File: src/rtl/ptcalc_mac_pkg.sv
// Shared types, default widths and saturation bounds for the ptcalc MAC round/saturate stage.
// Build option: PTCALC_MAC_ROUND_EN selects round-half-up instead of floor in the core.
package ptcalc_mac_pkg;

    localparam int PROD_W_DEF    = 38;
    localparam int MAX_TERMS_DEF = 8;
    localparam int ACC_W_DEF     = 44;
    localparam int SHIFT_DEF     = 12;
    localparam int OUT_W_DEF     = 16;

    typedef enum logic [1:0] {
        IDLE  = 2'd0,
        ACCUM = 2'd1,
        ROUND = 2'd2,
        OUT   = 2'd3
    } state_t;

    function automatic logic signed [63:0] sat_max(input int w);
        return (64'sd1 <<< (w - 1)) - 64'sd1;
    endfunction

    function automatic logic signed [63:0] sat_min(input int w);
        return -(64'sd1 <<< (w - 1));
    endfunction

endpackage

File: src/rtl/ptcalc_mac_rndsat_core.sv
// Combinational round/shift/clip of the accumulator into the signed pT word.
// Build option: PTCALC_MAC_ROUND_EN adds half an LSB before the shift (round half up).
module ptcalc_mac_rndsat_core
    import ptcalc_mac_pkg::*;
#(
    parameter int ACC_W = ACC_W_DEF,
    parameter int SHIFT = SHIFT_DEF,
    parameter int OUT_W = OUT_W_DEF
) (
    input  logic [ACC_W-1:0] acc,
    output logic [OUT_W-1:0] pt,
    output logic             sat
);

    localparam logic signed [63:0] HI = sat_max(OUT_W);
    localparam logic signed [63:0] LO = sat_min(OUT_W);

    // One guard bit above the accumulator so the rounding bias can never wrap.
    logic signed [ACC_W:0] wide;
    logic signed [ACC_W:0] biased;
    logic signed [ACC_W:0] shifted;
    logic signed [63:0]    r64;

`ifdef PTCALC_MAC_ROUND_EN
    localparam logic signed [ACC_W:0] HALF = (ACC_W + 1)'(1) << (SHIFT - 1);
`endif

    always_comb begin
        wide = {acc[ACC_W-1], acc};
`ifdef PTCALC_MAC_ROUND_EN
        biased = wide + HALF;
`else
        biased = wide;
`endif
        shifted = biased >>> SHIFT;
        r64     = {{(63 - ACC_W){shifted[ACC_W]}}, shifted};
        pt      = r64[OUT_W-1:0];
        sat     = 1'b0;
        if (r64 > HI) begin
            pt  = HI[OUT_W-1:0];
            sat = 1'b1;
        end else if (r64 < LO) begin
            pt  = LO[OUT_W-1:0];
            sat = 1'b1;
        end
    end

endmodule

File: src/rtl/ptcalc_mac_rndsat.sv
// Burst accumulator for ptcalc products: sums one burst, then rounds/shifts/saturates to a signed pT word.
// Build option: PTCALC_MAC_ROUND_EN (round half up); undefined = floor.
module ptcalc_mac_rndsat
    import ptcalc_mac_pkg::*;
#(
    parameter  int PROD_W    = PROD_W_DEF,
    parameter  int MAX_TERMS = MAX_TERMS_DEF,
    parameter  int ACC_W     = ACC_W_DEF,
    parameter  int SHIFT     = SHIFT_DEF,
    parameter  int OUT_W     = OUT_W_DEF,
    localparam int CNT_W     = $clog2(MAX_TERMS + 1)
) (
    input  logic              ap_clk,
    input  logic              ap_rst_n,
    input  logic              prod_vld,
    output logic              prod_rdy,
    input  logic [PROD_W-1:0] prod_data,
    input  logic              prod_first,
    input  logic              prod_last,
    output logic              pt_vld,
    input  logic              pt_rdy,
    output logic [OUT_W-1:0]  pt_data,
    output logic              pt_sat,
    output logic [CNT_W-1:0]  pt_nterms
);

    if (ACC_W < PROD_W + $clog2(MAX_TERMS) + 1) begin : g_acc_w_check
        $error("ptcalc_mac_rndsat: ACC_W too narrow for PROD_W and MAX_TERMS");
    end

    state_t           state;
    logic [ACC_W-1:0] acc;
    logic [CNT_W-1:0] cnt;

    logic [ACC_W-1:0] prod_ext;
    logic [ACC_W-1:0] acc_next;
    logic [CNT_W-1:0] cnt_next;
    logic             restart;
    logic             beat;
    logic             burst_end;
    logic [OUT_W-1:0] core_pt;
    logic             core_sat;

    // Handshake: a transfer happens on a rising edge where valid and ready are both high;
    // valid, once raised, holds its payload stable until that edge; ready never waits on valid.
    assign prod_rdy = ap_rst_n && ((state == IDLE) || (state == ACCUM));
    assign pt_vld   = (state == OUT);
    assign beat     = prod_vld && prod_rdy;

    assign prod_ext  = {{(ACC_W - PROD_W){prod_data[PROD_W-1]}}, prod_data};
    assign restart   = (state == IDLE) || prod_first;
    assign acc_next  = restart ? prod_ext : acc + prod_ext;
    assign cnt_next  = restart ? CNT_W'(1) : cnt + CNT_W'(1);
    assign burst_end = prod_last || (cnt_next == CNT_W'(MAX_TERMS));

    ptcalc_mac_rndsat_core #(
        .ACC_W (ACC_W),
        .SHIFT (SHIFT),
        .OUT_W (OUT_W)
    ) u_core (
        .acc (acc),
        .pt  (core_pt),
        .sat (core_sat)
    );

    always_ff @(posedge ap_clk or negedge ap_rst_n) begin
        if (!ap_rst_n) begin
            state     <= IDLE;
            acc       <= '0;
            cnt       <= '0;
            pt_data   <= '0;
            pt_sat    <= 1'b0;
            pt_nterms <= '0;
        end else begin
            case (state)
                IDLE, ACCUM: begin
                    if (beat) begin
                        acc   <= acc_next;
                        cnt   <= cnt_next;
                        state <= burst_end ? ROUND : ACCUM;
                    end
                end
                ROUND: begin
                    pt_data   <= core_pt;
                    pt_sat    <= core_sat;
                    pt_nterms <= cnt;
                    state     <= OUT;
                end
                OUT: begin
                    if (pt_rdy) state <= IDLE;
                end
                default: state <= IDLE;
            endcase
        end
    end

endmodule

File: config.mk
export PLATFORM = sky130hd
export DESIGN_NAME = ptcalc_mac_rndsat
export DESIGN_NICKNAME = d
export VERILOG_FILES = /design/src/rtl/ptcalc_mac_pkg.sv /design/src/rtl/ptcalc_mac_rndsat_core.sv /design/src/rtl/ptcalc_mac_rndsat.sv
export SDC_FILE = /design/constraint.sdc
export NUM_CORES = 1
export LEC_CHECK = 0
export ABC_AREA = 1
export BUFFER_PORTS_ARGS = -buffer_cell sky130_fd_sc_hd__buf_2
export CORE_MARGIN = 2
export CORE_UTILIZATION = 55
export DETAILED_ROUTE_END_ITERATION = 6
export PLACE_DENSITY_LB_ADDON = 0.25
export REMOVE_ABC_BUFFERS = 1
export SLEW_MARGIN = 25
export SYNTH_ARGS = -nofsm -noshare
export SYNTH_HDL_FRONTEND = slang
export SYNTH_SLANG_ARGS = --single-unit
File: constraint.sdc
create_clock -name ap_clk -period 2.9 [get_ports ap_clk]
set_input_delay 0.435 -clock ap_clk [delete_from_list [all_inputs] [get_ports ap_clk]]
set_output_delay 0.435 -clock ap_clk [all_outputs]
set_load 0.02 [all_outputs]
==> flow_summary_export.csv, run 1 <==
group,metric,value,unit
route,first_pass_iters,6,
pwr,ir_worst_vdd,610.6,uV
critical_path,crit_top_cell,"nand2_1",
grt,first_global_vias,6439,
critical_path,crit_start,"acc[0]$_DFFE_PN0P_",
critical_path,r2r-start,"acc[0]$_DFFE_PN0P_",
critical_path,cp-end-kind,"flop",
clock_network,clock_latency,350,ps
critical_path,crit_family,"simple AND/OR/NAND/NOR gates",
floorplan,die-area,13240,um2
route,vias,6906,
grt,globalRouteTotalUtil,30.28,%
clock_network,cts.sinks,71,
sta,grt_setup_unrepaired,"false",
clock_network,cts_resized,0,
synthesis,syn-cell-area,6785,um2
route,totalWireLength,19.29,mm
layout,areaGrowthSynthToFinish,12.06,%
route,drc,0,
status,outcome,"finished, final reports clean",
clock_network,clk_pin_slew,60,ps
grt,grt_max_degree,53,
synthesis,yosysSeqAreaShare,26.18,%
critical_path,start_kind,"flop",
placement,io_buffer_count,66,
placement,gp_congestion,0.9896,
sta,finClkSkew,4.419,ps
sta,max_slew_margin,45.28,%
clock_network,cts_setup_buffers,0,
sta,finalSetupViolCount,0,
pwr,cellPowerDensity,1074,nW/um2
grt,grt_pass1_wl,31.23,mm
critical_path,required,3150,ps
layout,antenna_cells,0,
sta,tns,0,ps
layout,fillers,1210,
route,antenna_left,0,
critical_path,crit_slowest_cell,"fa_1",
sta,fmax,447.9,MHz
synthesis,async_flop_share,100.0,%
synthesis,syn_area_per_cell,6.015,um2
clock_network,clockBufferDepth,2,
sta,max_slew.worst_pin.slew,818.2,ps
critical_path,crit_fanout,4,
critical_path,cpPeakStageDelay,380,ps
synthesis,synth_top_area_share,26.18,%
grt,overflow,0,
route,avgRoutedWirePerCell,14.34,um
layout,final_cell_area,7604,um2
pwr,power,8.164,mW
run,max_cap_viol_count,0,
sta,min_period,2232,ps
placement,hpwl,15.15,mm
layout,drive_above_1_share,11.10,%
floorplan,start_util,56.49,%
critical_path,crit_chain,"ha_1 > inv_1 > fa_1 > inv_1 > nand2_1 > a21oi_1 > nand4_1 > nand3_2 > nand2_1 > nand3_1 > nand3_1 > nand2_1 > nand2_1",
critical_path,worstPathArrival,2480,ps
clock_network,h-tree-depth,3,
synthesis,synth_area_leaders,"dfrtp_1 (26%), nand2_1 (22%), inv_1 (11%)",
sta,finalCritPeriodShare,76.98,%
synthesis,yosysWarnings,0,
placement,place_area,7276,um2
min_path,min_path_type,"input port to asynchronous set/reset pin",
clock_network,cts-root-buf,"clkbuf_16",
critical_path,critPathBufInv,2,
sta,finalHoldViolCount,0,
synthesis,synthCells,1128,
clock_network,cts_tree,"yes",
grt,antenna_found_initial,0,
floorplan,die_x,115.1,um
synthesis,synthFlopType,"dfrtp_1",
synthesis,synth_edf_count,0,
route,via_per_inst,5.135,
floorplan,core_area,12010,um2
clock_network,cts_hold_buf,0,
sta,drv_slew,0,
critical_path,critPathKind,"flop to flop",
floorplan,ios,67,
synthesis,ys_ff_latch,71,
layout,fin_nets,1282,
route,drtIter0Drc,593,
pwr,leakagePower,4.364,nW
clock_network,numCtsBuffers,9,
floorplan,row_count,40,
synthesis,synth_area_leader_cell,"dfrtp_1",
synthesis,ys_types,42,
floorplan,fp.dieH,115.1,um
[final timing paths]
check                                           to  slack (ps)  cells past startpoint
hold reg to reg            pt_data[13]$_DFFE_PN0N_         480                      2
setup reg to reg               acc[28]$_DFFE_PN0P_         670                     13
min in group ap_clk             acc[9]$_DFFE_PN0P_         360                      3
max in group asynchronous      acc[32]$_DFFE_PN0P_        1870                      3
setup / recovery               acc[28]$_DFFE_PN0P_         670                     13
hold / removal                  acc[2]$_DFFE_PN0P_         100                      2
[metrics by stage]
| step | setup slack (ps) | hold slack (ps) | std cells | utilization (%) |
|---|---|---|---|---|
| global route | 469.5 | 121.4 | 1345 | 63.30 |
| floorplan | 34.33 | 139.4 | 1107 | - |
| finish | 667.5 | 96.01 | 1345 | 63.30 |
| CTS | 705.3 | 97.46 | 1345 | 63.30 |
| detailed placement | 528.6 | 467.7 | 1329 | 60.57 |
| global placement | 597.6 | 460.0 | 1329 | 60.57 |
[flip-flops by register name, indices dropped and copies added (netlist names)]
signal	cells
state	2
pt_sat	1
cnt	4
pt_nterms	4
acc	44
pt_data	16
[kinds of logic after synthesis]
family	synth area share, %
flip-flops	26.18
AO/OA/AOI/OAI	11.36
AND/OR/NAND/NOR	39.37
buffers and inverters	12.10
adder cells (fa/ha/maj)	8.409
XOR/XNOR	2.582
[power by group]
group	internal [mW]	switching, mW
clock	0.766	0.489
combinational	1.75	3.36
sequential	1.43	0.371
[layer usage]
| layer | GRT usage (%) | vias up | share of wire, % |
|---|---|---|---|
| met1 | 41.79 | 3081 | 48 |
| met5 | 0 | - | 0 |
| li1 | - | 3627 | - |
| met4 | 8.755 | 0 | 2.0 |
| met3 | 6.853 | 30 | 6.2 |
| met2 | 47.73 | 168 | 43 |
[placed cells by master, fill, tap and decap left out, types with 3 or more instances in the layout]
| cell | count |
|---|---|
| nor3_1 | 3 |
| nor4_1 | 3 |
| nand2_1 | 394 |
| nand2_2 | 15 |
| xor2_1 | 11 |
| buf_2 | 65 |
| dfrtp_1 | 71 |
| inv_1 | 191 |
| o211ai_1 | 3 |
| o21ai_0 | 62 |
| o21ai_1 | 13 |
| xnor2_1 | 9 |
| a31oi_1 | 5 |
| buf_4 | 10 |
| o21bai_1 | 6 |
| nor2_2 | 7 |
| nand4_1 | 13 |
| nand3_1 | 46 |
| nand3_2 | 6 |
| nor2_4 | 4 |
| clkbuf_16 | 9 |
| a21oi_1 | 45 |
| nand3b_4 | 3 |
| nor2_1 | 138 |
| ha_1 | 44 |
[Yosys cell counts (all sizes together) (6+ instances only)]
| cell type | number |
|---|---|
| buf | 8 |
| a21oi | 46 |
| a31oi | 6 |
| o21bai | 7 |
| nand2 | 409 |
| nor2 | 149 |
| dfrtp | 71 |
| nand4 | 13 |
| nand3 | 52 |
| inv | 192 |
| ha | 44 |
| xor2 | 11 |
| clkbuf | 13 |
| xnor2 | 9 |
| o21ai | 75 |
[worst reg2reg max path, stage by stage (launching register included)]
cell	delay, ps
dfrtp_1	350
ha_1	200
inv_1	70
fa_1	380
inv_1	120
nand2_1	80
a21oi_1	230
nand4_1	150
nand3_2	180
nand2_1	100
nand3_1	70
nand3_1	80
nand2_1	70
nand2_1	40
[layout make-up]
class                      count  area, um2  share of cell area, %
clock inverter                 7      102.6                  1.349
timing repair buffer          75      400.4                  5.266
inverter                     193      724.4                  9.528
sequential                    71       1777                  23.37
multi-input combinational    843       4190                  55.11
clock buffer                   9      225.2                  2.962
tap                          147      183.9                  2.419
No activity file was read; power rests on OpenSTA's default activity.
==> inputs of run 2 (changes only) <==
==> constraint.sdc (replaced) <==
create_clock -name ap_clk -period 1.8 [get_ports ap_clk]
set_input_delay 0.27 -clock ap_clk [delete_from_list [all_inputs] [get_ports ap_clk]]
set_output_delay 0.27 -clock ap_clk [all_outputs]
set_load 0.02 [all_outputs]
==> run 2 against run 1 <==
The flow now finishes with violations (negative setup slack). Routed wire length rose by 49%. Clock power rose by 45%. Setup slack got worse by 1100 ps. Utilization rose by 24 points. First-iteration DRC count rose by 90%. Cell count rose by 11%. Register-to-register slack got worse by 1100 ps. Final area rose by 38%. Sequential share of layout area fell by 6.4 points. Largest cell class unchanged. Largest power group unchanged.
==> flow_summary_export.csv, run 2 (synthesis gave the netlist of run 1 again) <==
group,metric,value,unit
layout,largest_reg_flops,44,
grt,globalRouteTotalUtil,37.77,%
critical_path,crit_chain,"ha_4 > nand2_2 > inv_1 > nand2_1 > nand2_1 > nor2_1 > nand3_4 > nand2_2 > nand2_1 > nand2_1 > nand3_2 > nand2_1 > nand2_1",
clock_network,numCtsBuffers,9,
status,outcome,"complete, but fails checks",
grt,antenna_found_initial,0,
clock_network,h-tree-depth,3,
placement,io_buffer_count,66,
floorplan,fp.dieH,115.1,um
route,first_pass_iters,7,
grt,met3_usage,7.696,%
sta,max_slew.worst_pin.slew,731.3,ps
critical_path,ff2ff_setup_slack,-420,ps
grt,busiest_layer,"met2",
grt,first_global_vias,7972,
status,violations,"negative setup slack",
grt,grt_max_degree,44,
grt,grt_pass1_wl,38.98,mm
grt,overflow,0,
route,drc,0,
layout,top_regs,"acc: 44 flops, pt_data: 16 flops",
layout,utilization,87.09,%
critical_path,crit_end,"acc[28]$_DFFE_PN0P_",
floorplan,die-area,13240,um2
sta,finalSetupViolCount,53,
layout,antenna_cells,0,
critical_path,critPathBufInv,1,
layout,fillers,618,
critical_path,crit_family,"simple AND/OR/NAND/NOR gates",
route,via_per_inst,5.860,
clock_network,clockBufferDepth,2,
critical_path,worstPathArrival,2460,ps
layout,largest_register,"acc",
clock_network,cts.sinks,71,
floorplan,row_count,40,
route,totalWireLength,28.78,mm
critical_path,crit_top_cell,"nand2_1",
pwr,power,19.84,mW
critical_path,r2r-start,"acc[18]$_DFFE_PN0P_",
layout,layout_commonest_cell,"nand2_1",
pwr,cellPowerDensity,1897,nW/um2
min_path,min_path_type,"input port to flop",
sta,finalHoldViolCount,0,
layout,layout_common_cells,"nand2_1 (286), inv_1 (169), buf_4 (130)",
critical_path,crit_fanout,4,
layout,drive_above_1_share,41.96,%
critical_path,cp-end-kind,"flop",
clock_network,cts_tree,"yes",
critical_path,cpPeakStageDelay,420,ps
sta,fmax,451.3,MHz
floorplan,start_util,56.49,%
sta,timing.hold.ws,226.0,ps
layout,areaGrowthSynthToFinish,54.18,%
critical_path,crit_start,"acc[18]$_DFFE_PN0P_",
layout,fin_nets,1428,
route,avgRoutedWirePerCell,19.30,um
critical_path,required,2050,ps
sta,setup_slack,-415.8,ps
critical_path,reg2reg_to,"acc[28]$_DFFE_PN0P_",
sta,finalCritPeriodShare,123.1,%
clock_network,clock_latency,370,ps
pwr,leakagePower,5.476,nW
grt,use_met2,62.43,%
placement,hpwl,16.12,mm
sta,drv_slew,0,
floorplan,ios,67,
critical_path,start_kind,"flop",
grt,grtUsageMet1,47.71,%
floorplan,die_x,115.1,um
critical_path,critPathKind,"flop to flop",
placement,gp_congestion,0.9665,
clock_network,cts-root-buf,"clkbuf_16",
placement,placed_cells,1441,
pwr,ir_worst_vdd,1157,uV
critical_path,worst-r2r-cell-count,13,
route,antenna_left,0,
floorplan,core_area,12010,um2
sta,min_period,2216,ps
sta,max_slew_margin,51.25,%
clock_network,clk_pin_slew,80,ps
layout,layout.cells.non_filler,1491,
placement,pre_cts_ws,-319.1,ps
route,vias,8738,
sta,finClkSkew,15.99,ps
run,max_cap_viol_count,0,
critical_path,crit_slowest_cell,"dfrtp_1",
route,drtIter0Drc,1128,
sta,grt_setup_unrepaired,"true",
critical_path,cp.depth,13,
-- run 2: changes by cell type in the layout (fill, tap and decap cells not counted), sizes merged --
cell         before  now
buf              75  220
clkinvlp          0    3
clkinv            3    1
bufinv            2    0
dlygate4sd3       0    1
inv             195  196
-- run 2: final cells by class --
type | instances | area (um2) | share of cell area [%]
clock buffer | 9 | 225.2 | 2.153
clock inverter | 7 | 62.56 | 0.5980
inverter | 193 | 729.5 | 6.973
multi-input combinational | 843 | 5864 | 56.06
sequential | 71 | 1777 | 16.98
tap | 147 | 183.9 | 1.758
timing repair buffer | 221 | 1619 | 15.48
-- run 2: tightest hold or removal path, delay by kind of cell --
kind	cells	cell delay, ps
buf+inv	1	120
compound gates	1	110
simple gates	1	50
-- run 2: routing by layer --
layer | share of wire (%) | wire (um) | vias up
met5 | 0 | 0 | -
met4 | 6.0 | 1733 | 0
met3 | 10 | 2970 | 177
met2 | 47 | 13460 | 634
met1 | 37 | 10620 | 4011
li1 | - | - | 3916
-- run 2: worst min path at each step --
stage | startpoint | to | slack [ps] | cells after the start
after detailed placement | ap_rst_n | acc[0]$_DFFE_PN0P_ | 370 | 2
final | prod_data[7] | acc[7]$_DFFE_PN0P_ | 230 | 3
after CTS | prod_data[9] | acc[9]$_DFFE_PN0P_ | 230 | 3
after floorplan | ap_rst_n | acc[0]$_DFFE_PN0P_ | -30 | 0
after global routing | prod_data[7] | acc[7]$_DFFE_PN0P_ | 220 | 3
after global placement | ap_rst_n | acc[0]$_DFFE_PN0P_ | 370 | 2
-- run 2: stage by stage --
| step | setup TNS, ps | area [um2] |
|---|---|---|
| finish | -7578 | 10460 |
| global route | -12270 | 10460 |
| CTS | -2108 | 9842 |
| detailed placement | -7096 | 8154 |
| global placement | -5901 | 8154 |
| floorplan | -34110 | 6689 |
-- run 2: where the power goes --
| group | switching (mW) | total (mW) | internal, mW |
|---|---|---|---|
| Combinational | 8.64 | 15.0 | 6.40 |
| Sequential | 0.697 | 3.00 | 2.30 |
| Clock | 0.843 | 1.81 | 0.962 |
-- run 2: repair_timing --
action                                 4_1_cts  5_1_grt
pin swaps                                   91      101
cloned                                       0        1
hold buffers                                 1        0
endpoints found under the hold margin       14        0
buffers inserted                            17       18
setup endpoints to repair                   39       57
resized for setup                          269      156
==> inputs of run 3 (changes only) <==
--- a/config.mk
+++ b/config.mk
@@ -5,10 +5,9 @@
 export SDC_FILE = /design/constraint.sdc
 export NUM_CORES = 1
 export LEC_CHECK = 0
-export ABC_AREA = 1
 export BUFFER_PORTS_ARGS = -buffer_cell sky130_fd_sc_hd__buf_2
 export CORE_MARGIN = 2
-export CORE_UTILIZATION = 55
+export CORE_UTILIZATION = 54
 export DETAILED_ROUTE_END_ITERATION = 6
 export PLACE_DENSITY_LB_ADDON = 0.25
 export REMOVE_ABC_BUFFERS = 1
==> run 3 against run 2 <==
The run ends with negative hold slack, negative setup slack left. Clock skew decreased by 0.57 ps. Power decreased by 18%. Clock power decreased by 6%. Critical endpoint is now acc[34]$_DFFE_PN0P_. Largest power group unchanged. Highest routed layer unchanged.
==> flow_summary_export.csv, run 3 <==
group,metric,value,unit
grt,antenna_found_initial,0,
sta,setup_slack,-918.7,ps
synthesis,ys_top_cells_by_count,"nand2_1 (110), a21oi_1 (82), nor2_1 (78)",
sta,max_slew.worst_pin.slew,543.0,ps
synthesis,async_flop_share,100.0,%
layout,layout_common_cells,"buf_4 (176), nand2_1 (105), nor2_1 (71), dfrtp_1 (71), buf_2 (66)",
sta,finalHoldViolCount,4,
synthesis,yosysSeqAreaShare,30.91,%
synthesis,ys_types,66,
critical_path,worstPathArrival,3010,ps
route,first_pass_iters,5,
clock_network,cts_tree,"yes",
clock_network,h-tree-depth,3,
critical_path,crit_fanout,4,
layout,largest_register,"acc",
sta,finClkSkew,15.42,ps
synthesis,synth_area_leaders,"dfrtp_1 (31%), ha_1 (9.6%), nand2_1 (7.2%)",
synthesis,yosysMostFrequentCell,"nand2_1",
route,drtIter0Drc,630,
floorplan,die-area,11490,um2
pwr,ir_worst_vdd,1014,uV
floorplan,core_area,10320,um2
status,outcome,"complete, but fails checks",
grt,globalRouteTotalUtil,34.24,%
route,via_per_inst,6.246,
sta,timing.hold.ws,-13.38,ps
floorplan,fp.dieH,107.2,um
pwr,leakagePower,4.095,nW
synthesis,syn_area_per_cell,7.885,um2
placement,hpwl,13.45,mm
floorplan,start_util,55.68,%
pwr,power,16.37,mW
synthesis,synth_top_area_share,30.91,%
clock_network,cts-root-buf,"clkbuf_8",
floorplan,die_x,107.2,um
critical_path,start_kind,"flop",
synthesis,synthCells,729,
synthesis,synthFlopType,"dfrtp_1",
critical_path,cp-end-kind,"flop",
sta,min_period,2719,ps
sta,finalCritPeriodShare,151.0,%
clock_network,clock_latency,380,ps
run,max_cap_viol_count,0,
layout,fin_nets,1053,
layout,largest_reg_flops,44,
min_path,min_path_type,"input port to asynchronous set/reset pin",
pwr,cellPowerDensity,1925,nW/um2
sta,max_slew_margin,63.80,%
route,antenna_left,0,
route,totalWireLength,20.97,mm
grt,grt_pass1_wl,31.42,mm
synthesis,ys_ff_latch,71,
sta,finalSetupViolCount,42,
status,violations,"negative hold slack, negative setup slack",
route,drc,0,
floorplan,row_count,37,
grt,first_global_vias,6646,
sta,grt_setup_unrepaired,"true",
placement,gp_congestion,0.9184,
critical_path,required,2090,ps
layout,drive_above_1_share,39.94,%
layout,top_regs,"acc: 44 flops, pt_data: 16 flops",
clock_network,clk_pin_slew,100,ps
synthesis,synth_edf_count,0,
placement,io_buffer_count,66,
clock_network,clockBufferDepth,2,
clock_network,cts.sinks,71,
synthesis,syn-cell-area,5748,um2
layout,areaGrowthSynthToFinish,47.91,%
synthesis,yosysWarnings,0,
layout,layout_commonest_cell,"buf_4",
synthesis,synth_area_leader_cell,"dfrtp_1",
clock_network,numCtsBuffers,9,
grt,grt_max_degree,42,
critical_path,critPathKind,"flop to flop",
sta,drv_slew,0,
sta,fmax,367.8,MHz
layout,antenna_cells,0,
route,avgRoutedWirePerCell,18.98,um
route,vias,6902,
grt,overflow,0,
floorplan,ios,67,
[run 3: cell types whose count changed after synthesis, sizes merged, moves of 11 or more]
cell | previous run | this run
nor2 | 149 | 78
nand2 | 409 | 111
a21o | 0 | 32
xnor2 | 9 | 20
a21oi | 46 | 83
inv | 192 | 16
o21ai | 75 | 61
nand3 | 52 | 12
clkbuf | 13 | 27
[run 3: worst paths after layout]
kind / startpoint / endpoint / slack [ps] / cells past startpoint
worst min register to register: pt_nterms[0]$_DFFE_PN0N_ / pt_nterms[0]$_DFFE_PN0N_ / 480 / 2
worst max register to register: acc[20]$_DFFE_PN0P_ / acc[34]$_DFFE_PN0P_ / -920 / 11
max in group asynchronous: ap_rst_n / acc[25]$_DFFE_PN0P_ / 910 / 3
min in group ap_clk: prod_last / state[1]$_DFFE_PN0P_ / 140 / 3
worst min-delay path: ap_rst_n / acc[16]$_DFFE_PN0P_ / -10 / 2
worst max-delay path: acc[20]$_DFFE_PN0P_ / acc[34]$_DFFE_PN0P_ / -920 / 11
[run 3: metal layers]
layer,vias up,wire length [um],global-route usage (%)
met3,113,1498,4.985
met2,389,10110,58.91
li1,3098,-,-
met4,0,1100,15.12
met5,-,0,0
met1,3302,8262,42.45
[run 3: timing repair]
item,CTS,global route
hold buffers,0,0
endpoints found under the setup margin,40,59
buffers inserted,22,12
pin swaps,72,53
resized for setup,97,60
[run 3: per-stage QoR]
stage          setup slack, ps  instance area (um2)  TNS, ps  util [%]  std cells
2_1_floorplan           -734.4                 5594   -21150         -        692
3_3_place_gp            -962.9                 7406   -22910     71.74       1065
3_5_place_dp             -1123                 7406   -25790     71.74       1065
4_1_cts                 -880.6                 8164   -23240     79.08       1096
5_1_grt                 -962.2                 8502   -28920     82.35       1105
6_report                -918.7                 8502   -24840     82.35       1105
[run 3: cells by family after synthesis]
| group | Yosys count | synth area share (%) |
|---|---|---|
| AND/OR/NAND/NOR | 272 | 21.29 |
| AO/OA/AOI/OAI | 252 | 28.56 |
| flip-flops | 71 | 30.91 |
| buffers and inverters | 53 | 3.722 |
| adder cells (fa/ha/maj) | 45 | 9.926 |
| XOR/XNOR | 31 | 4.724 |
| multiplexers | 5 | 0.8707 |
[run 3: worst max-delay path, cell delays in order (launching register included)]
cell and delay (ps):
dfrtp_1 420, ha_4 240, and4_2 270, and3_1 240
nand4_1 180, nand3_2 130, or2_4 320, a211oi_4 280
buf_6 160, xnor2_2 120, nand2_1 80, a31oi_1 200
[run 3: power breakdown]
part	switching (mW)	internal (mW)
Clock	0.728	0.969
Sequential	0.535	2.29
Combinational	6.21	5.64
[run 3: final cells by class]
class,count,area [um2]
Tap cell,136,170.2
Fill cell,592,1822
Timing Repair Buffer,261,1883
Inverter,16,60.06
Clock inverter,6,116.4
Sequential cell,71,1777
Clock buffer,10,137.6
Multi-Input combinational cell,605,4358
